<file path="config.mk">
export PLATFORM = sky130hd
export DESIGN_NAME = adc_spi_emulator
export DESIGN_NICKNAME = d
export VERILOG_FILES = /design/src/rtl/adc_spi_emulator.sv
export SDC_FILE = /design/constraint.sdc
export NUM_CORES = 1
export LEC_CHECK = 0
export ABC_AREA = 1
export CAP_MARGIN = 20
export CORE_MARGIN = 2
export CORE_UTILIZATION = 45
export DETAILED_ROUTE_END_ITERATION = 8
export HOLD_SLACK_MARGIN = 0.08
export PLACE_DENSITY = 0.68
export SETUP_SLACK_MARGIN = 0.4
export SLEW_MARGIN = 0
export SYNTH_ARGS = -nofsm -noshare
export SYNTH_HDL_FRONTEND = slang
export SYNTH_SLANG_ARGS = --single-unit
</file>
<file path="constraint.sdc">
create_clock -name clk_adc -period 1.7 [get_ports clk_adc]
set_clock_uncertainty 0.1 [all_clocks]
set_input_delay 0.255 -clock clk_adc [delete_from_list [all_inputs] [get_ports clk_adc]]
set_output_delay 0.255 -clock clk_adc [all_outputs]
set_load 0.005 [all_outputs]
</file>
<file path="src/rtl/adc_spi_emulator.sv">
`default_nettype none
// ============================================================================
//  Module   : adc_spi_emulator
//  Purpose  : Stand-in for the serial ADC. Performs a timed dummy conversion
//             on a convert strobe and shifts a pattern sample out MSB-first.
//  Revision : 1.0  initial release
// ============================================================================
module adc_spi_emulator #(
    parameter int               DATA_W        = 16,
    parameter int               CONV_CYCLES   = 40,
    parameter int               ECHO_DLY      = 2,
    parameter logic [DATA_W-1:0] FIXED_PATTERN = 16'hA5C3
) (
    input  logic              clk_adc,
    input  logic              rst_n,
    input  logic              adc_cnv_n_i,
    input  logic              adc_sck_i,
    input  logic [1:0]        pattern_sel_i,
    input  logic [DATA_W-1:0] sample_i,
    output logic              adc_miso_o,
    output logic              adc_sck_echo_o,
    output logic              busy_o,
    output logic [15:0]       conv_count_o,
    output logic [1:0]        err_o
);

    localparam int                c_bits_w = $clog2(DATA_W + 1);
    localparam logic [DATA_W-1:0] c_alt_a  = {(DATA_W/2){2'b10}};

    typedef enum logic [1:0] {
        S_IDLE  = 2'd0,
        S_CONV  = 2'd1,
        S_SHIFT = 2'd2,
        S_DONE  = 2'd3
    } state_t;

    state_t              r_state, w_state_nxt;
    logic [2:0]          r_cnv_sync, r_sck_sync;
    logic [7:0]          r_conv_cnt;
    logic [c_bits_w-1:0] r_bits;
    logic [DATA_W-1:0]   r_shift, r_ramp, r_alt, w_sample;
    logic                r_miso, r_busy;
    logic [15:0]         r_conv_count;
    logic [1:0]          r_err;
    logic                w_echo;
    logic                w_cnv_fall, w_cnv_rise, w_sck_fall, w_sck_rise;
    logic                w_latch, w_load_msb, w_shift, w_done, w_abort, w_sck_err, w_busy_nxt;

    // Stages 0/1 synchronize, stage 2 holds the previous value for edge detection
    always_ff @(posedge clk_adc or negedge rst_n) begin
        if (!rst_n) begin
            r_cnv_sync <= 3'b111;
            r_sck_sync <= 3'b000;
        end else begin
            r_cnv_sync <= {r_cnv_sync[1:0], adc_cnv_n_i};
            r_sck_sync <= {r_sck_sync[1:0], adc_sck_i};
        end
    end

    assign w_cnv_fall =  r_cnv_sync[2] & ~r_cnv_sync[1];
    assign w_cnv_rise = ~r_cnv_sync[2] &  r_cnv_sync[1];
    assign w_sck_fall =  r_sck_sync[2] & ~r_sck_sync[1];
    assign w_sck_rise = ~r_sck_sync[2] &  r_sck_sync[1];

    always_comb begin
        w_sample = r_ramp;
        case (pattern_sel_i)
            2'd1:    w_sample = FIXED_PATTERN;
            2'd2:    w_sample = r_alt;
            2'd3:    w_sample = sample_i;
            default: w_sample = r_ramp;
        endcase
    end

    always_ff @(posedge clk_adc or negedge rst_n) begin
        if (!rst_n) r_state <= S_IDLE;
        else        r_state <= w_state_nxt;
    end

    always_comb begin
        w_state_nxt = r_state;
        w_latch     = 1'b0;
        w_load_msb  = 1'b0;
        w_shift     = 1'b0;
        w_done      = 1'b0;
        w_abort     = 1'b0;
        w_sck_err   = 1'b0;
        case (r_state)
            S_IDLE: begin
                if (w_cnv_fall) begin
                    w_state_nxt = S_CONV;
                    w_latch     = 1'b1;
                end
            end
            S_CONV: begin
                if (w_cnv_rise) begin
                    w_state_nxt = S_IDLE;
                    w_abort     = 1'b1;
                end else begin
                    w_sck_err = w_sck_rise | w_sck_fall;
                    if (r_conv_cnt == 8'd0) begin
                        w_state_nxt = S_SHIFT;
                        w_load_msb  = 1'b1;
                    end
                end
            end
            S_SHIFT: begin
                if (w_cnv_rise) begin
                    w_state_nxt = S_IDLE;
                    w_abort     = 1'b1;
                end else if (w_sck_fall) begin
                    if (r_bits == c_bits_w'(DATA_W)) begin
                        w_state_nxt = S_DONE;
                        w_done      = 1'b1;
                    end else begin
                        w_shift = 1'b1;
                    end
                end
            end
            S_DONE: begin
                if (w_cnv_rise) w_state_nxt = S_IDLE;
            end
            default: w_state_nxt = S_IDLE;
        endcase
        w_busy_nxt = (w_state_nxt == S_CONV) || (w_state_nxt == S_SHIFT);
    end

    always_ff @(posedge clk_adc or negedge rst_n) begin
        if (!rst_n) begin
            r_conv_cnt   <= 8'd0;
            r_bits       <= '0;
            r_shift      <= '0;
            r_ramp       <= '0;
            r_alt        <= c_alt_a;
            r_miso       <= 1'b0;
            r_busy       <= 1'b0;
            r_conv_count <= 16'd0;
            r_err        <= 2'b00;
        end else begin
            r_busy <= w_busy_nxt;
            // Both generators advance on every latch, whichever mode is selected
            if (w_latch) begin
                r_shift    <= w_sample;
                r_ramp     <= r_ramp + DATA_W'(1);
                r_alt      <= ~r_alt;
                r_conv_cnt <= 8'(CONV_CYCLES - 1);
                r_bits     <= '0;
            end else if (r_state == S_CONV && r_conv_cnt != 8'd0) begin
                r_conv_cnt <= r_conv_cnt - 8'd1;
            end
            if (r_state == S_SHIFT && w_sck_rise && r_bits != c_bits_w'(DATA_W))
                r_bits <= r_bits + c_bits_w'(1);
            if (w_load_msb)
                r_miso <= r_shift[DATA_W-1];
            if (w_shift) begin
                r_shift <= {r_shift[DATA_W-2:0], 1'b0};
                r_miso  <= r_shift[DATA_W-2];
            end
            if (w_done) begin
                r_miso       <= 1'b0;
                r_conv_count <= r_conv_count + 16'd1;
            end
            if (w_abort) begin
                r_miso <= 1'b0;
                if (r_state == S_SHIFT) r_err[1] <= 1'b1;
            end
            if (w_sck_err) r_err[0] <= 1'b1;
        end
    end

    generate
        if (ECHO_DLY == 0) begin : g_echo_direct
            assign w_echo = r_sck_sync[2];
        end else begin : g_echo_pipe
            logic [ECHO_DLY-1:0] r_echo_pipe;
            always_ff @(posedge clk_adc or negedge rst_n) begin
                if (!rst_n) begin
                    r_echo_pipe <= '0;
                end else begin
                    r_echo_pipe[0] <= r_sck_sync[2];
                    for (int i = 1; i < ECHO_DLY; i++)
                        r_echo_pipe[i] <= r_echo_pipe[i-1];
                end
            end
            assign w_echo = r_echo_pipe[ECHO_DLY-1];
        end
    endgenerate

    assign adc_miso_o     = r_miso;
    assign adc_sck_echo_o = w_echo;
    assign busy_o         = r_busy;
    assign conv_count_o   = r_conv_count;
    assign err_o          = r_err;

endmodule
`default_nettype wire

</file>
After elaboration in Yosys (flattened, before gate mapping)
Cells that the tools add are included.
- flip-flop bits (word level): 91
- bits of input ports: 22
- output and inout bits: 21
- word-level logic and storage cells: 87
- add/subtract/negate cells: 4
- equality and inequality tests: 10
- mux-type cells: 36
- bitwise logic cells: 10
- reduce and logical (&&, ||, !) cells: 13
- operator list (kind ; number):
    16-bit one-hot mux with 3 select lines ; 1
    16-bit by 1-bit adder with 16-bit output, second input constant ; 2
    16-bit two-way mux ; 2
    1-bit two-way mux ; 21
    8-bit two-way mux ; 2
    16-bit NOT ; 1
    2-bit two-way mux ; 7
    2-bit == test, second input constant ; 5
    5-bit two-way mux ; 2
    8-bit zero test ; 1
    2-bit one-hot mux with 4 select lines ; 1
    8-bit nonzero test ; 1
    8-bit by 1-bit subtractor with 8-bit output, second input constant ; 1
    2-bit by 1-bit == test with 1-bit output, second input constant ; 3
    2-bit nonzero test ; 3
    5-bit by 1-bit adder with 5-bit output, second input constant ; 1
    5-bit == test, second input constant ; 1
    5-bit inequality test, second input constant ; 1
    1-bit AND ; 4
    1-bit NOT ; 4
    4-bit nonzero test ; 1
    1-bit logical AND ; 3
    2-bit zero test ; 1
    2-bit AND reduction ; 1
    3 further kinds ; 3

Depth between registers and ports, before layout
- word-level depth: 8
- depth in mapped cells: 12
- mapped depth without buffers: 12

Worst setup path before layout
No wires, ideal clock.
- path kind: register to register
- start: register r_state[0]
- end: register r_shift[7]
- data arrival time: 1479 ps
- data required time: 1471 ps
- slack: -7 ps
- cell stages (with the launch flop): 12
- buffers on the path: 0
- clock period less this slack: 1707 ps
- cell sequence: dfrtp_1 inv_1 ha_1 nand2_1 a21oi_4 nand2_2 nand2_2 inv_2 nand2_1 o21ai_0 inv_1 o21ai_0
- word-level cells in the longest chain between the ends: 3
- ends and longest elaborated chain (what ; RTL line ; RTL):
    start, declared ; 37 ; state_t r_state, w_state_nxt;
    start signal, assigned ; 77 ; else r_state <= w_state_nxt;
    2-bit == test or 2-bit zero test (tied branches) ; 88 ; case (r_state)
    1-bit two-way mux ; 88 ;
    16-bit two-way mux or 2-bit nonzero test (tied branches) ; - ;
    end signal, assigned ; 143 ; r_shift <= w_sample;
    end signal, assigned ; 156 ; r_shift <= {r_shift[DATA_W-2:0], 1'b0};
    end, declared ; 41 ; logic [DATA_W-1:0] r_shift, r_ramp, r_alt, w_sample;
Several ways; a longest one is shown, not always the timed one.
A chain may end at the register's enable or synchronous reset.

Worst setup path in the final report
- start: register r_state[0]
- end: register r_conv_count[11] (netlist: conv_count_o[11])
- word-level cells in the longest chain between the ends: 2
- ends and longest elaborated chain (what ; RTL line ; RTL):
    2-bit == test ; 88 ;
    1-bit two-way mux ; 88 ;
    end signal, assigned ; 161 ; r_conv_count <= r_conv_count + 16'd1;
    end, declared ; 43 ; logic [15:0] r_conv_count;
No other way between the ends.

==> impl.org <==
** Outcome
- Status :: finished with violations
- Violations in the final reports :: negative setup slack

** Worst setup path
- R2R cell count :: 10
- The critical path is of the register to register type.
- STA classifies the critical path startpoint as a register.
- End of the worst register-to-register path :: conv_count_o[11]
- The worst register-to-register path begins at r_state[0].
- R2r setup slk :: -0.01 ns
- Most numerous cell on the critical path :: sky130_fd_sc_hd__nand2_4
- Cell family contributing the most delay on the critical path :: flip-flops
- For the worst setup path, the data required time is 1.85 ns.
- For this run, the slowest stage of the critical path takes between 0.4 and 0.5 ns.
- Of all nets on the critical path, the largest fanout is 7.
- The worst setup path is captured at a register.
- Library cell contributing the largest single delay on the critical path :: sky130_fd_sc_hd__dfrtp_1
- The critical path goes through inv_2, ha_4, nand2_4, a21oi_4, nand2_4, inv_8, nand2_8, inv_4, nand2_1, xor2_1.
- Count of buffering cells on the critical path with inverters included :: 3
- CP arrival :: 1.87 ns

** Timing
- For the pin with the worst max-slew slack, the measured transition is approximately 0.48 ns.
- Post-route minimum period :: 1.71 ns
- Worst setup margin :: -0.0128 ns
- The number of max-slew violations in the final report is 0.
- # setup viols final :: 5
- Relative slew margins :: 0.683
- Final period utilization :: 1.01
- Final Hold Vio Count :: 0
- Across all hold checks on the routed design, the worst slack comes to 0.197 ns.
- Based on the critical path, the design can be clocked at up to just under 0.6 GHz.
- Unrepaired setup endpoints after global routing :: true

** Synthesis
- Asr flop ratio synth :: 1.00
- Yosys warnings :: 0
- Post-Syn Instances :: 538
- Of the total synthesized cell area, the portion taken by AND, OR, NAND and NOR gates is 0.225.
- Compound-Gate Fraction of Synth Area :: 0.0953
- The cell area that synthesis handed to floorplanning was between 0.004 and 0.005 sq mm.
- Yosys mapped the design onto 33 distinct sky130hd cell types.
- The most used flip-flop cell after synthesis is sky130_fd_sc_hd__dfrtp_1.
- Post-Synthesis Mean Instance Area :: 8.56 sq um
- In this run, synthesis inferred 0 flip-flops with an integrated enable.
- Net count after synthesis :: about 570
- Xor and xnor area share after synthesis :: 0.0817
- Share of synthesized area spent on multiplexers :: 0
- Dominant combinational cell family by area after synthesis :: simple AND/OR/NAND/NOR gates
- Adder-cell share of the synthesized area :: 0.0326
- Number of synthesized register bits :: a little over 90
- Portion of the post-synthesis area used by sequential elements :: 0.497

** Global route
- The number of antenna violations at the first check in global routing is 0.
- Entering global routing, the biggest net connects between 90 and 100 pins.
- The first global-routing pass estimated around 19 mm of wire.
- The number of global-route vias before repair was roughly 4,000.
- The total overflow left after global routing is 0.
- Global-route total usage across every layer :: 0.211

** CTS
- CTS tree :: done
- Number of H-tree levels :: 3
- In this run the deepest clock path goes through 2 buffers.
- Later-pin clock latency in the skew report :: between 0.3 and 0.4 ns
- Number of buffers created by CTS :: 9
- Clock sink count :: between 90 and 100
- Clock-pin slew was measured on the worst setup and hold paths at 0.10 ns.
- Clock tree root driver cell :: sky130_fd_sc_hd__clkbuf_8

** Floorplan
- For this configuration, the core starts out at a cell density of 0.467.
- Placement row count :: 36
- During I/O placement, the number of pins put on the boundary was between 40 and 50.
- Horizontal extent of the die :: between 100 and 150 um
- Core area :: between 0.009 and 0.01 sq mm
- Die Area :: between 0.01 and 0.015 sq mm
- Measured along the y axis, the die boundary spans 105 um.

** Layout
- With fillers left out, the area of the finished cells amounts to between 0.006 and 0.007 sq mm.
- Antenna diodes :: 0
- Final standard cell count with taps included and fillers excluded :: ~800
- Final net count :: ~700
- Of the cells placed in the final design, the portion with a size suffix greater than 1 is 0.353.
- Layout Utilization :: 0.659
- The area growth from synthesis to layout is 41.1%.
- Number of filler instances in the final layout :: ~770

** Route
- Once detail routing completed, the nets flagged for antenna violations numbered 0.
- The final route contains 4,113 vias.
- Remaining routing DRC violations :: 0
- Drt wl/cell :: 15.3 um
- Mean number of vias per cell :: 5.13
- Total wire length after detailed routing :: approximately 12 mm
- Number of iterations in the first detailed-routing pass :: 4
- The first routing iteration left 227 violations.

** Power
- Max rail drop VDD :: 0.709 mV
- In this run the static leakage power is around 0.0031 uW.
- In this run the power density over the cells is around 1200 mW/mm^2.

** Hold path
- The path with the worst hold slack has its endpoint at r_cnv_sync[0].
- Hold Crit Class :: input port to register
- Along the worst hold path, the cell count comes to 1.
- Start point of the worst min-delay path :: adc_cnv_n_i

** Placement
- The HPWL after detailed placement is around 7.4 mm.
- Total of buffers placed on input and output ports :: 42
- Including well taps, the total number of placed cells is ~730.
- At the end of routability-driven placement, the weighted congestion stood at roughly 0.9.
- Prior to clock tree synthesis, the placed netlist has a worst setup slack of -0.0283 ns.
- After detailed placement, the total cell area comes to roughly 0.0054 sq mm.

** Job
- Maximum capacitance violations :: 0
through the flow:
stage | power, uW | TNS [ns]
floorplan | 4770 | 0
global placement | 5450 | 0
detailed placement | 5540 | -0.0522
CTS | 7640 | 0
global route | 8580 | -1.03
finish | 8060 | -0.0310
worst max-delay path by stage:
stage	slack [ns]	cells past startpoint	to	from
3_5_place_dp	-0.03	5	r_shift[7]	pattern_sel_i[1]
6_report	-0.01	10	conv_count_o[11]	r_state[0]
3_3_place_gp	0.002	6	r_shift[12]	pattern_sel_i[0]
2_1_floorplan	0.12	8	r_ramp[9]	r_state[1]
5_1_grt	-0.09	9	r_shift[7]	r_state[0]
4_1_cts	0.04	11	r_shift[7]	r_state[0]
per-layer routing:
| layer | routed length, um | up-vias | GRT usage | part of all wire |
|---|---|---|---|---|
| li1 | - | 1975 | - | - |
| met1 | 5170 | 2020 | 0.276 | 0.42 |
| met2 | 6380 | 92 | 0.351 | 0.52 |
| met3 | 436 | 26 | 0.0405 | 0.036 |
| met4 | 272 | 0 | 0.0733 | 0.022 |
| met5 | 0 | - | 0 | 0 |
cells in the mapped netlist, types with 3 or more instances:
cell type	instances	area, sq um
sky130_fd_sc_hd__o211ai_1	7	52.6
sky130_fd_sc_hd__nand4_1	8	50.1
sky130_fd_sc_hd__xnor2_1	10	87.6
sky130_fd_sc_hd__a21oi_1	11	55.1
sky130_fd_sc_hd__o221ai_1	3	26.3
sky130_fd_sc_hd__nor3_1	10	50.1
sky130_fd_sc_hd__nand3_1	31	155
sky130_fd_sc_hd__o21bai_1	5	37.5
sky130_fd_sc_hd__ha_1	12	150
sky130_fd_sc_hd__o22ai_1	7	43.8
sky130_fd_sc_hd__nand2_2	6	37.5
sky130_fd_sc_hd__buf_2	5	25.0
sky130_fd_sc_hd__inv_1	68	255
sky130_fd_sc_hd__inv_2	4	15.0
sky130_fd_sc_hd__xor2_1	33	289
sky130_fd_sc_hd__nor2_1	66	248
sky130_fd_sc_hd__o21ai_0	31	155
sky130_fd_sc_hd__nand2_1	114	428
sky130_fd_sc_hd__dfstp_2	11	289
sky130_fd_sc_hd__a221oi_1	4	35.0
sky130_fd_sc_hd__dfrtp_1	80	2000
state kept, by name, summed over array words and instances, names as in the netlist:
signal,flops
r_shift,16
busy_o,1
r_ramp,16
r_cnv_sync,3
r_state,2
err_o,2
r_alt,16
r_sck_sync,3
r_bits,5
g_echo_pipe.r_echo_pipe,2
r_conv_cnt,8
adc_miso_o,1
conv_count_o,16
power by group:
part / internal [uW] / switching [uW] / total [uW] / leakage, uW
clock network: 832 / 799 / 1630 / 0.000103
logic: 1420 / 1660 / 3080 / 0.00188
registers: 2860 / 489 / 3350 / 0.00114
what timing repair did:
| action | 4_1_cts | 5_1_grt |
|---|---|---|
| setup endpoints to repair | 104 | 89 |
| hold buffers | 1 | 0 |
| gates cloned | 1 | 1 |
| gates resized for setup | 131 | 84 |
| pin swaps | 16 | 19 |
| endpoints found under the hold margin | 80 | 0 |
| buffers inserted | 41 | 15 |
logic make-up (layout without fill, tap and decap cells):
| logic type | count (synthesis) | after routing |
|---|---|---|
| flip-flops | 91 | 91 |
| adder cells (fa/ha/maj) | 12 | 12 |
| buffers and inverters | 80 | 210 |
| XOR/XNOR | 43 | 43 |
| AND/OR/NAND/NOR | 241 | 241 |
| AO/OA/AOI/OAI | 71 | 71 |
worst register-to-register path, cell delays in order, from the launching register on:
cell,delay [ns]
sky130_fd_sc_hd__dfrtp_1,0.42
sky130_fd_sc_hd__inv_2,0.11
sky130_fd_sc_hd__ha_4,0.16
sky130_fd_sc_hd__nand2_4,0.06
sky130_fd_sc_hd__a21oi_4,0.18
sky130_fd_sc_hd__nand2_4,0.14
sky130_fd_sc_hd__inv_8,0.12
sky130_fd_sc_hd__nand2_8,0.07
sky130_fd_sc_hd__inv_4,0.06
sky130_fd_sc_hd__nand2_1,0.05
sky130_fd_sc_hd__xor2_1,0.15
layout by cell type, fill, tap and decap left out, types with 5 or more instances in the layout:
cell type / n
sky130_fd_sc_hd__dfrtp_2: 6
sky130_fd_sc_hd__clkbuf_8: 9
sky130_fd_sc_hd__buf_2: 12
sky130_fd_sc_hd__inv_2: 14
sky130_fd_sc_hd__nor2_4: 7
sky130_fd_sc_hd__ha_1: 7
sky130_fd_sc_hd__xnor2_1: 9
sky130_fd_sc_hd__xor2_1: 33
sky130_fd_sc_hd__clkdlybuf4s50_1: 20
sky130_fd_sc_hd__nor2_1: 48
sky130_fd_sc_hd__nand4_1: 8
sky130_fd_sc_hd__a21oi_1: 8
sky130_fd_sc_hd__buf_6: 15
sky130_fd_sc_hd__o21ai_1: 11
sky130_fd_sc_hd__o21ai_0: 14
sky130_fd_sc_hd__ha_4: 5
sky130_fd_sc_hd__nand2_1: 93
sky130_fd_sc_hd__nor3_2: 5
sky130_fd_sc_hd__nand3_2: 7
sky130_fd_sc_hd__inv_1: 54
sky130_fd_sc_hd__nand3_1: 22
sky130_fd_sc_hd__o21bai_1: 5
sky130_fd_sc_hd__buf_4: 58
sky130_fd_sc_hd__dfstp_2: 11
sky130_fd_sc_hd__nand2_2: 14
sky130_fd_sc_hd__nand2_4: 11
sky130_fd_sc_hd__o21ai_2: 6
sky130_fd_sc_hd__dfrtp_1: 74
sky130_fd_sc_hd__clkbuf_2: 5
sky130_fd_sc_hd__nor2_2: 12
sky130_fd_sc_hd__o211ai_1: 7
sky130_fd_sc_hd__buf_8: 5
final cells by class:
class,instances,area [sq um],share of cell area
multi-input cells,367,2460,0.379
flip-flops and latches,91,2300,0.354
repair buffers,120,1050,0.162
inverters,73,302,0.0464
well taps,133,166,0.0256
clock buffers,10,128,0.0196
clock inverters,6,88.8,0.0137
repair inverters,1,3.75,0.000578
Power figures use the tool's default switching activity.
==> edit 1 (same settings) <==
Change the parameter `CONV_CYCLES` from 40 to 20.
--- a/src/rtl/adc_spi_emulator.sv
+++ b/src/rtl/adc_spi_emulator.sv
@@ -7,7 +7,7 @@
 // ============================================================================
 module adc_spi_emulator #(
     parameter int               DATA_W        = 16,
-    parameter int               CONV_CYCLES   = 40,
+    parameter int               CONV_CYCLES   = 20,
     parameter int               ECHO_DLY      = 2,
     parameter logic [DATA_W-1:0] FIXED_PATTERN = 16'hA5C3
 ) (
Formal check against the unedited RTL: same outputs for any inputs over 10 cycles, from zero or initial values and one cycle with rst_n low; that may be too few to reach the edited logic, so the function may still have changed.
==> edit 1 against the original RTL <==
The run still ends with setup timing left; cell area is 0.33% lower; setup slack better by 0.0064 ns; sequential cell count stayed put; synthesized area is 0.14% lower; cell count is 0.12% higher; sequential share of layout area is 0.078 points higher; clock power is 3% higher; largest power group unchanged; wire length is 6.4% lower; total power is 2.3% higher.
==> edit 1: results (changes against the original RTL) <==
* Outcome: complete, but fails checks (unchanged)
* Violated checks: setup timing (unchanged)
* Psw at 2.95 mW (about the same)
* Tot GR Track Use at 20.6% (was 21.1%)
* DR vias at 4025 (was 4113)
* Synth Area in Compound Gates at 9.82% (was 9.53%)
* Power Internal at 5.29 mW (was 5.11 mW)
* Post-CTS setup buffers at 34 (was 41)
* Routed WL at 11500 um (was 12300 um)
* Critical-path maximum fanout at 8 (was 7)
* Synth Area in XOR/XNOR at 8.19% (was 8.17%)
* Sum Neg Setup Slack at -0.00949 ns (was -0.0310 ns)
* Post-Place Worst Slack at -0.109 ns (was -0.0283 ns)
* Vias in the first global route at 3948 (was 4012)
* P_comb at 3.24 mW (was 3.08 mW)
* Pleak at 3.13 nW (was 3.12 nW)
* Setup violators final at 2 (was 5)
* Initial DRC count at 207 (was 227)
* Filler cells at 768 (was 771)
* Count of different cell masters after synthesis at 32 (was 33)
* Post-detail-place hpwl at 7480 um (was 7350 um)
* Pin count of the biggest net entering global routing at 34 (was 92)
* Post-Synth Adder-Cell Area at 3.26% (about the same)
* Relative slew slack at 66.5% (was 68.3%)
* Slack of the critical path at -0.00640 ns (was -0.0128 ns)
* Met1 Resource Use GR at 25.9% (was 27.6%)
* First-pass GRT wire length at 18200 um (was 18900 um)
* Share of cells above drive strength 1 at 35.3% (about the same)
## edit 1: cell count changes after synthesis, sizes merged
cell,change
o22ai,+1
a21oi,+1
a221oi,+2
nor2,+4
o21ai,-2
o21a,+1
nand3,-5
o21bai,+1
inv,-1
o221ai,-2
## edit 1: layer usage
layer / vias up / share of wire [%]
met3: 16 / 4.6
met5: - / 0
met2: 107 / 51
met1: 1925 / 43
met4: 0 / 1.8
li1: 1977 / -
## edit 1: critical path, cell delays in order (launching register included)
cell and delay, ns:
dfrtp_1 0.40, inv_2 0.12, ha_4 0.17, nand2_4 0.05, a21oi_4 0.18, nand2_4 0.13, nand2_4 0.13, inv_6 0.06
nand2_2 0.05, nand2_1 0.04, o21bai_1 0.14
## edit 1: final cells by class
class	count	area, um^2	area share [%]
clock buffer	12	155	2.40
clock inverter	4	72.6	1.12
inverter	72	290	4.48
multi-input combinational	368	2450	37.9
sequential	91	2300	35.4
tap	133	166	2.57
timing repair buffer	122	1040	16.1
## edit 1: worst paths after layout
kind,slack (ns),startpoint,to,depth (start not counted)
min in group asynchronous,0.24,rst_n,r_sck_sync[0],2
max,-0.006,r_state[0],r_shift[10],10
max reg2reg,-0.006,r_state[0],r_shift[10],10
max in group asynchronous,0.68,rst_n,r_alt[7],3
min,0.19,adc_cnv_n_i,r_cnv_sync[0],1
min reg2reg,0.26,r_cnv_sync[0],r_cnv_sync[1],0
## edit 1: through the flow
| step | utilization (%) | instances |
|---|---|---|
| 3_5_place_dp | 55.4 | 734 |
| 2_1_floorplan | - | 538 |
| 3_3_place_gp | 55.4 | 734 |
| 5_1_grt | 65.7 | 802 |
| 6_report | 65.7 | 802 |
| 4_1_cts | 61.5 | 785 |
==> edit 2 (same settings) <==
Made on the original files. Encoding of `state_t`: now one-hot (4 bits for 4 states).
--- a/src/rtl/adc_spi_emulator.sv
+++ b/src/rtl/adc_spi_emulator.sv
@@ -27,11 +27,11 @@
     localparam int                c_bits_w = $clog2(DATA_W + 1);
     localparam logic [DATA_W-1:0] c_alt_a  = {(DATA_W/2){2'b10}};
 
-    typedef enum logic [1:0] {
-        S_IDLE  = 2'd0,
-        S_CONV  = 2'd1,
-        S_SHIFT = 2'd2,
-        S_DONE  = 2'd3
+    typedef enum logic [3:0] {
+        S_IDLE  = 4'b0001,
+        S_CONV  = 4'b0010,
+        S_SHIFT = 4'b0100,
+        S_DONE  = 4'b1000
     } state_t;
 
     state_t              r_state, w_state_nxt;
Check against the original RTL: same outputs for any inputs over 10 cycles, from zero or initial values and one cycle with rst_n low; not proved beyond that.
==> edit 2 against the original RTL <==
Synthesized area is 6.4% higher; die area up 6.1%; cell area grew 2.3%; sequential cell count is 2 higher; total power down 22%; setup slack gained 0.065 ns; via count rose by 9.3%; critical path depth decreased by 2; first-iteration DRC count increased by 26%; global-route usage increased by 1.5 points; sequential power decreased by 7.2%; worst hold slack worse by 0.0027 ns; wire length rose by 4.7%; largest power group unchanged.
==> edit 2: results (changes against the original RTL) <==
* Yosys Warn Count at 0 (unchanged)
* Pin count of the biggest net entering global routing at 28 (was 92)
* Worst-Margin Slew at 0.380 ns (was 0.476 ns)
* Gp weighted congestion at 0.933 (was 0.899)
* Slowest cell on the critical path: dfrtp_1 (unchanged)
* Count of different cell masters after synthesis at 33 (unchanged)
* N_diodes at 0 (unchanged)
* Tot GR Track Use at 22.6% (was 21.1%)
* Sw Share at 32.8% (was 36.6%)
* Clk slew on worst S/H paths at approximately 0.09 ns
* Share of cells above drive strength 1 at 27.8% (was 35.3%)
* Reg2Reg Setup Slack at 0.05 ns (was -0.01 ns)
* Number of buffers added on ports at 42 (unchanged)
* Area contributors post-synth: dfrtp_1, nand2_1, dfstp_2, xor2_1, inv_1 (unchanged)
* Initial DRC count at 286 (was 227)
* Clock Tree Buf Depth at 2 (unchanged)
* Max VDD drop at 0.612 mV (was 0.709 mV)
* Critical-path maximum fanout at 4 (was 7)
* Crit-path max cell delay at 0.37 ns (was 0.42 ns)
* Crit path from: conv_count_o[0] (was r_state[0])
* Initial antenna violation count at 0 (unchanged)
* Worst min path class: primary input to flop (unchanged)
* Synth Flop Type: dfrtp_1 (unchanged)
* Multiplexer share of the synthesized area at 0% (unchanged)
* Wire per inst at 14.6 um (was 15.3 um)
* Hold Startpoint: adc_cnv_n_i (unchanged)
* Core ar. at 10700 um^2 (was 9860 um^2)
* Post-Synth Adder-Cell Area at 1.79% (was 3.26%)
* Post-detail-place hpwl at 8300 um (was 7350 um)
* Mapped Nets at 643 (was 572)
* DR vias/cell at 5.10 (was 5.13)
* Post-synth ARST share at 100% (unchanged)
* Clk_lat worst skew at around 0.37 ns
* Pleak at 3.26 nW (was 3.12 nW)
* Synth Area in XOR/XNOR at 7.33% (was 8.17%)
* Syn avg cell area at 7.98 um^2 (was 8.56 um^2)
* # H-tree levels at 3 (unchanged)
* Post-Place Cells at 809 (was 726)
* TritonCTS Buffers at 9 (unchanged)
* Drt first pass iters at 5 (was 4)
* Root Driver: clkbuf_8 (unchanged)
* Non-Filler Instances at 881 (was 801)
* First-pass GRT wire length at 20700 um (was 18900 um)
* Synth Area in Compound Gates at 6.87% (was 9.53%)
* Remaining DRCs at 0 (unchanged)
* Outcome: finished, final reports clean (was complete, but fails checks)
* Seq/Total Area, Yosys at 47.8% (was 49.7%)
* Most common library cells after synthesis: nand2_1, dfrtp_1, inv_1, nor2_1, nand3_1 (was nand2_1, dfrtp_1, inv_1, nor2_1, xor2_1)
* Vias in the first global route at 4371 (was 4012)
* WP data arrival at 1.81 ns (was 1.87 ns)
* Final #Nets at 766 (was 697)
edit 2: changes by cell type in the layout (fill, tap and decap cells not counted), sizes merged, moves of 4 or more:
cell	unedited run	this run
o21bai	5	0
buf	92	100
o22ai	7	2
a21oi	12	3
nand2	121	208
ha	12	7
inv	75	71
nor3	11	4
o21ai	31	38
a221oi	4	0
nand3	32	48
edit 2: worst max-delay path, delay by kind of cell, from the launching register on:
kind	cells	cell delay, ns
and+or+nand+nor	4	0.42
DFF	1	0.37
buffers and inverters	2	0.25
adders and majority gates	1	0.20
xor gates and xnor gates	1	0.20
edit 2: power by group through the flow:
| stage | registers, mW | clock network (mW) | logic, mW |
|---|---|---|---|
| floorplan | 3.07 | 0 | 1.00 |
| global placement | 3.12 | 0 | 1.42 |
| detailed placement | 3.14 | 0 | 1.47 |
| CTS | 3.10 | 1.43 | 1.79 |
| global route | 3.15 | 1.55 | 2.03 |
| finish | 3.11 | 1.40 | 1.82 |
edit 2: path summary, 6_finish.rpt:
path / to / cells after the start
min reg2reg: r_sck_sync[1] / 0
max reg2reg: conv_count_o[12] / 8
min: r_cnv_sync[0] / 1
max in group asynchronous: r_alt[7] / 3
max: conv_count_o[12] / 8
min in group asynchronous: conv_count_o[2] / 2
edit 2: through the flow:
stage	instance area (um^2)	TNS [ns]	worst slack [ns]	hold slack [ns]	power [mW]
4_1_cts	6450	0	0.0973	0.182	6.32
5_1_grt	6650	-0.0229	-0.0229	0.169	6.73
3_5_place_dp	5730	-0.0956	-0.0603	0.108	4.61
3_3_place_gp	5730	0	0.0264	0.103	4.55
2_1_floorplan	5010	0	0.262	-0.141	4.07
6_report	6650	0	0.0520	0.194	6.33
edit 2: area by class of cell:
type	instances	area [um^2]
inverters	72	302
repair inverters	2	25.0
clock inverters	1	5.00
flip-flops and latches	93	2340
clock buffers	14	173
multi-input cells	438	2490
fillers	907	4100
repair buffers	121	1130
well taps	140	175
edit 2: cells by family (layout without fill, tap and decap cells):
| kind of cell | after synthesis | count (layout) |
|---|---|---|
| AO/OA/AOI/OAI | 56 | 56 |
| XOR/XNOR | 41 | 41 |
| adder cells (fa/ha/maj) | 7 | 7 |
| buffers and inverters | 85 | 210 |
| flip-flops | 93 | 93 |
| AND/OR/NAND/NOR | 332 | 334 |
edit 2: per-layer routing:
layer	track usage [%]	vias to the layer above	wire length [um]
met5	0	-	0
li1	-	2177	-
met1	28.8	2145	5500
met2	37.4	143	6290
met4	9.43	0	309
met3	4.82	29	736
edit 2: what timing repair did:
item,CTS,global route
pin swaps,19,19
endpoints found under the hold margin,69,0
hold buffers,1,0
cloned,6,0
setup buffers,43,7
resized for setup,128,39
setup endpoints to repair,104,88
